## src/rtl/dmux_stream_router_1by2.sv

```systemverilog
// Handshaked 1:2 stream demultiplexer with a one-word output register per channel,
// an optional strict round-robin target, and per-channel accepted-word counters.
module dmux_stream_router_1by2 #(
  parameter int DATA_W      = 8,
  parameter int ROUND_ROBIN = 0,
  parameter int CNT_W       = 8
) (
  input  logic              clk,
  input  logic              rst_n,
  input  logic [DATA_W-1:0] in_data,
  input  logic              in_valid,
  input  logic              in_sel,
  output logic              in_ready,
  output logic [DATA_W-1:0] y0_data,
  output logic              y0_valid,
  input  logic              y0_ready,
  output logic [DATA_W-1:0] y1_data,
  output logic              y1_valid,
  input  logic              y1_ready,
  output logic              rr_ptr,
  output logic [CNT_W-1:0]  cnt0,
  output logic [CNT_W-1:0]  cnt1
);

  localparam bit RR_EN = (ROUND_ROBIN != 0);

  logic                   rr_q, rr_d;
  logic                   tgt;
  logic                   acc;
  logic [1:0]             valid_all;
  logic [1:0]             ready_all;
  logic [1:0][DATA_W-1:0] data_all;
  logic [1:0][CNT_W-1:0]  cnt_all;

  assign ready_all = {y1_ready, y0_ready};
  assign tgt       = RR_EN ? rr_q : in_sel;

  // Only the target channel gates acceptance; in round-robin mode a stalled
  // target blocks the input rather than letting the pointer skip ahead.
  assign in_ready = rst_n & (~valid_all[tgt] | ready_all[tgt]);
  assign acc      = in_valid & in_ready;

  always_comb begin
    rr_d = rr_q;
    if (RR_EN && acc) begin
      rr_d = ~rr_q;
    end
  end

  always_ff @(posedge clk or negedge rst_n) begin
    if (!rst_n) begin
      rr_q <= 1'b0;
    end else begin
      rr_q <= rr_d;
    end
  end

  generate
    for (genvar gi = 0; gi < 2; gi++) begin : g_ch
      logic [DATA_W-1:0] data_q, data_d;
      logic              valid_q, valid_d;
      logic [CNT_W-1:0]  cnt_q, cnt_d;
      logic              acc_ch;

      assign acc_ch = acc & (tgt == 1'(gi));

      // A same-cycle drain and accept overwrites the slot, keeping valid high.
      always_comb begin
        data_d  = data_q;
        valid_d = valid_q;
        cnt_d   = cnt_q;
        if (acc_ch) begin
          data_d  = in_data;
          valid_d = 1'b1;
          cnt_d   = cnt_q + CNT_W'(1);
        end else if (valid_q && ready_all[gi]) begin
          valid_d = 1'b0;
        end
      end

      always_ff @(posedge clk or negedge rst_n) begin
        if (!rst_n) begin
          data_q  <= '0;
          valid_q <= 1'b0;
          cnt_q   <= '0;
        end else begin
          data_q  <= data_d;
          valid_q <= valid_d;
          cnt_q   <= cnt_d;
        end
      end

      assign valid_all[gi] = valid_q;
      assign data_all[gi]  = data_q;
      assign cnt_all[gi]   = cnt_q;
    end
  endgenerate

  assign y0_data  = data_all[0];
  assign y0_valid = valid_all[0];
  assign y1_data  = data_all[1];
  assign y1_valid = valid_all[1];
  assign cnt0     = cnt_all[0];
  assign cnt1     = cnt_all[1];
  assign rr_ptr   = rr_q;

endmodule
```

## config.mk

```make
export PLATFORM = sky130hd
export DESIGN_NAME = dmux_stream_router_1by2
export DESIGN_NICKNAME = d
export VERILOG_FILES = /design/src/rtl/dmux_stream_router_1by2.sv
export SDC_FILE = /design/constraint.sdc
export NUM_CORES = 1
export LEC_CHECK = 0
export ABC_AREA = 0
export CAP_MARGIN = 15
export CORE_MARGIN = 10
export CORE_UTILIZATION = 48
export CTS_CLUSTER_SIZE = 14
export DETAILED_ROUTE_END_ITERATION = 6
export GPL_TIMING_DRIVEN = 0
export PLACE_DENSITY_LB_ADDON = 0.25
export RECOVER_POWER = 100
export SETUP_SLACK_MARGIN = 0.1
export SLEW_MARGIN = 20
export SYNTH_ARGS = -nofsm -noshare
export SYNTH_HDL_FRONTEND = slang
export SYNTH_SLANG_ARGS = --single-unit
```

## constraint.sdc

```tcl
create_clock -name clk -period 2.8 [get_ports clk]
set_clock_uncertainty 0.2 [all_clocks]
set_input_delay 0.56 -clock clk [delete_from_list [all_inputs] [get_ports clk]]
set_output_delay 0.56 -clock clk [all_outputs]
set_load 0.01 [all_outputs]
```

==> impl_metrics.tcl <==
set metrics [dict create \
    finalCritPeriodShare_pct 89.0 \
    fmaxAchievable_mhz 401 \
    fin_crit_ps 2490 \
    dominant_synthesized_flop_cell "sky130_fd_sc_hd__dfrtp_1" \
    synth_top_cell_area_share_pct 58.2 \
    max-slew-margin-rel_pct 10.9 \
    globalRouteMet3Util_pct 6.31 \
    route.detailed.drc 0 \
    die_x_um 75.2 \
    ys_top_cells_by_count "sky130_fd_sc_hd__dfrtp_1, sky130_fd_sc_hd__mux2_2, sky130_fd_sc_hd__xnor2_1, sky130_fd_sc_hd__nand3_1" \
    drtAntennaViolNets 0 \
    post_synth.cell_area_avg_sq_um 14.6 \
    syn_to_final_growth_pct 37.6 \
    globalRoute.totalOverflow 0 \
    final_area_sq_um 2010 \
    finalSetupTns_ps 0 \
    grt-busiest-layer "met2" \
    synth.yosys.seq_area_share_pct 58.2 \
    holdCritPathClass "flop to flop" \
    post_synth_and_or_nand_nor_area_fraction_pct 14.0 \
    start_util_pct 51.7 \
    clock_pin_slew_on_the_worst_setup_and_hold_paths_ps 100 \
    io_buffers 48 \
    maxSlewViolCount 0 \
    post-route-worst-setup-slack_ps 308 \
    synth-compound-area-share_pct 1.03 \
    criticalPathCategory "input port to output pin" \
    rows 19 \
    worst_pin_slew_ps 1340 \
    n_antenna_cell 0 \
    ff2ff_path_depth 4 \
    critical_path_peak_fanout 5 \
    async_sr_flop_fraction_pct 100 \
    postCtsSetupRepairBufs 0 \
    place_congestion 0.757 \
    post_synth_inst_count 100 \
    rsz_0062_raised_after_global_routing "false" \
    maximum_resistive_drop_on_vdd_mv 0.424 \
    cts_inserted_buffers 5 \
    cp-end-kind "output pin" \
    fp.dieArea_sq_um 5660 \
    synth_seq_cells 34 \
    synth_area_leaders "sky130_fd_sc_hd__dfrtp_1, sky130_fd_sc_hd__mux2_2, sky130_fd_sc_hd__xnor2_1" \
    drt_first_iter_violations 54 \
    maxCapViolations 0 \
    number_of_cells_on_the_worst_hold_path 1 \
    number_of_nets_at_the_end_of_the_flow 173 \
    clock_path_buffers 2 \
    status "complete, no violations" \
    dr.pass1.iters 2 \
    grt_first_pass_wirelength_um 4870 \
    grt.met2_usage_pct 17.9 \
    netlist_area_pre_place_sq_um 1460 \
    synth_fa_ha_area_share_pct 1.71 \
    grt.total_usage_pct 11.3 \
    yosys_warnings 0 \
    routedWlPerCell_um 15.8 \
    synth_top_family_by_area "simple AND/OR/NAND/NOR gates" \
    tritoncts_num_sinks 34 \
    synthesized_nets 116 \
    drive_gt1_share_pct 19.6 \
    critPathArrivalTime_ps 1730 \
    power_leakage_nw 0.908 \
    power.density_nw_per_um2 722 \
    drt-total-wl_um 2980 \
    worstPathRequired_ps 2040 \
    vias_in_the_first_global_route 1030 \
    vias_per_std_cell 5.03 \
    ioPinCount 50 \
    netlist.top_cell.by_area "sky130_fd_sc_hd__dfrtp_1" \
    number_of_filler_instances_in_the_final_layout 219 \
    die_height_um 75.2 \
    num_vias 950 \
    tritoncts_clock_tree "built" \
    synth.distinct_cells 22 \
    synth_enable_flop_cells 0 \
    detailed_place.area_sq_um 2000 \
    whs_ps 267 \
    clk_latency_ps 320 \
    hold_violations 0 \
    grt_antenna_before_repair 0 \
    synth.mux.area_fraction_pct 13.9 \
    number_of_levels_in_the_clock_h_tree 2 \
    yosys.area_share.xor_xnor_pct 8.90 \
    start_kind "input port" \
    met1_track_demand_over_resource_in_global_routing_pct 12.4 \
    pre_cts_slack_ps 120 \
    report.final.setup_viol 0 \
    synthMostInstantiatedCell "sky130_fd_sc_hd__dfrtp_1" \
    floorplan.core_area_sq_um 2830 \
    cts_root_buffer "sky130_fd_sc_hd__clkbuf_4" \
    dp_hpwl_um 2290 \
    grt_start_max_net_pins 26 \
]
[path summary, 6_finish.rpt]
check,slack [ps],from,end
max in group asynchronous,1040,rst_n,y1_data[7]
worst max-delay path,310,in_sel,in_ready
min in group asynchronous,570,rst_n,cnt0[7]
worst min register to register,270,cnt1[7],cnt1[7]
worst max register to register,710,y0_valid,y0_data[6]
worst min-delay path,270,cnt1[7],cnt1[7]
[cell usage in the layout (no fill, tap or decap), types with 2 or more instances in the layout]
master                            instances
sky130_fd_sc_hd__and3_1                   2
sky130_fd_sc_hd__ha_1                     2
sky130_fd_sc_hd__clkbuf_4                 5
sky130_fd_sc_hd__clkbuf_1                 4
sky130_fd_sc_hd__xnor2_1                 12
sky130_fd_sc_hd__xor2_1                   2
sky130_fd_sc_hd__mux2_2                  18
sky130_fd_sc_hd__nand4_1                  2
sky130_fd_sc_hd__nand3_1                  7
sky130_fd_sc_hd__and2_1                   4
sky130_fd_sc_hd__dlygate4sd3_1           37
sky130_fd_sc_hd__dfrtp_1                 34
sky130_fd_sc_hd__nand2_1                  4
sky130_fd_sc_hd__clkdlybuf4s50_1         10
[flip-flops by register name, summed over array words and instances, names as in the netlist]
signal    count
cnt0          8
cnt1          8
y0_data       8
y1_data       8
y0_valid      1
y1_valid      1
[repair_timing]
| action | in CTS | in global routing |
|---|---|---|
| hold buffers | 1 | 0 |
| gates resized for setup | 0 | 3 |
| endpoints found under the setup margin | 0 | 1 |
| hold endpoints to repair | 9 | 0 |
[area by class of cell]
type,count,area [sq um],area share [%]
plain buffers,3,22.5,1.12
clock buffers,7,55.1,2.73
clock inverters,1,5.00,0.249
multi-input cells,63,553,27.5
flip-flops and latches,34,851,42.3
well taps,31,38.8,1.93
repair buffers,50,488,24.2
[cells by family (layout without fill, tap and decap cells)]
family | count (synthesis) | after routing
compound gates | 2 | 2
buf+inv | 3 | 61
xor+xnor | 14 | 14
flops | 34 | 34
other cells | 1 | 1
fa+ha+maj | 2 | 2
simple gates | 26 | 26
mux | 18 | 18
[report_power, final]
| part | switching [W] | total (W) | internal, W |
|---|---|---|---|
| clock | 0.000150 | 0.000272 | 0.000122 |
| combinational | 0.000199 | 0.000474 | 0.000274 |
| sequential | 0.000101 | 0.000707 | 0.000606 |
[worst max-delay path: stages]
cell,delay (ps)
sky130_fd_sc_hd__dlygate4sd3_1,630
sky130_fd_sc_hd__nand2_1,100
sky130_fd_sc_hd__o211a_1,140
sky130_fd_sc_hd__clkdlybuf4s25_1,300
[per-stage QoR]
| stage | power (W) | util (%) | std cells |
|---|---|---|---|
| floorplan | 0.000946 | - | 100 |
| global placement | 0.00125 | 70.1 | 179 |
| detailed placement | 0.00127 | 70.9 | 180 |
| CTS | 0.00155 | 73.3 | 189 |
| global route | 0.00155 | 71.2 | 189 |
| finish | 0.00145 | 71.2 | 189 |
[layer usage]
metal / vias to the layer above / wire [um]
met4: 0 / 40
met2: 34 / 1360
met1: 453 / 1210
met3: 5 / 374
met5: - / 0
li1: 458 / -
Note: power is estimated with default switching activity, not from simulation.
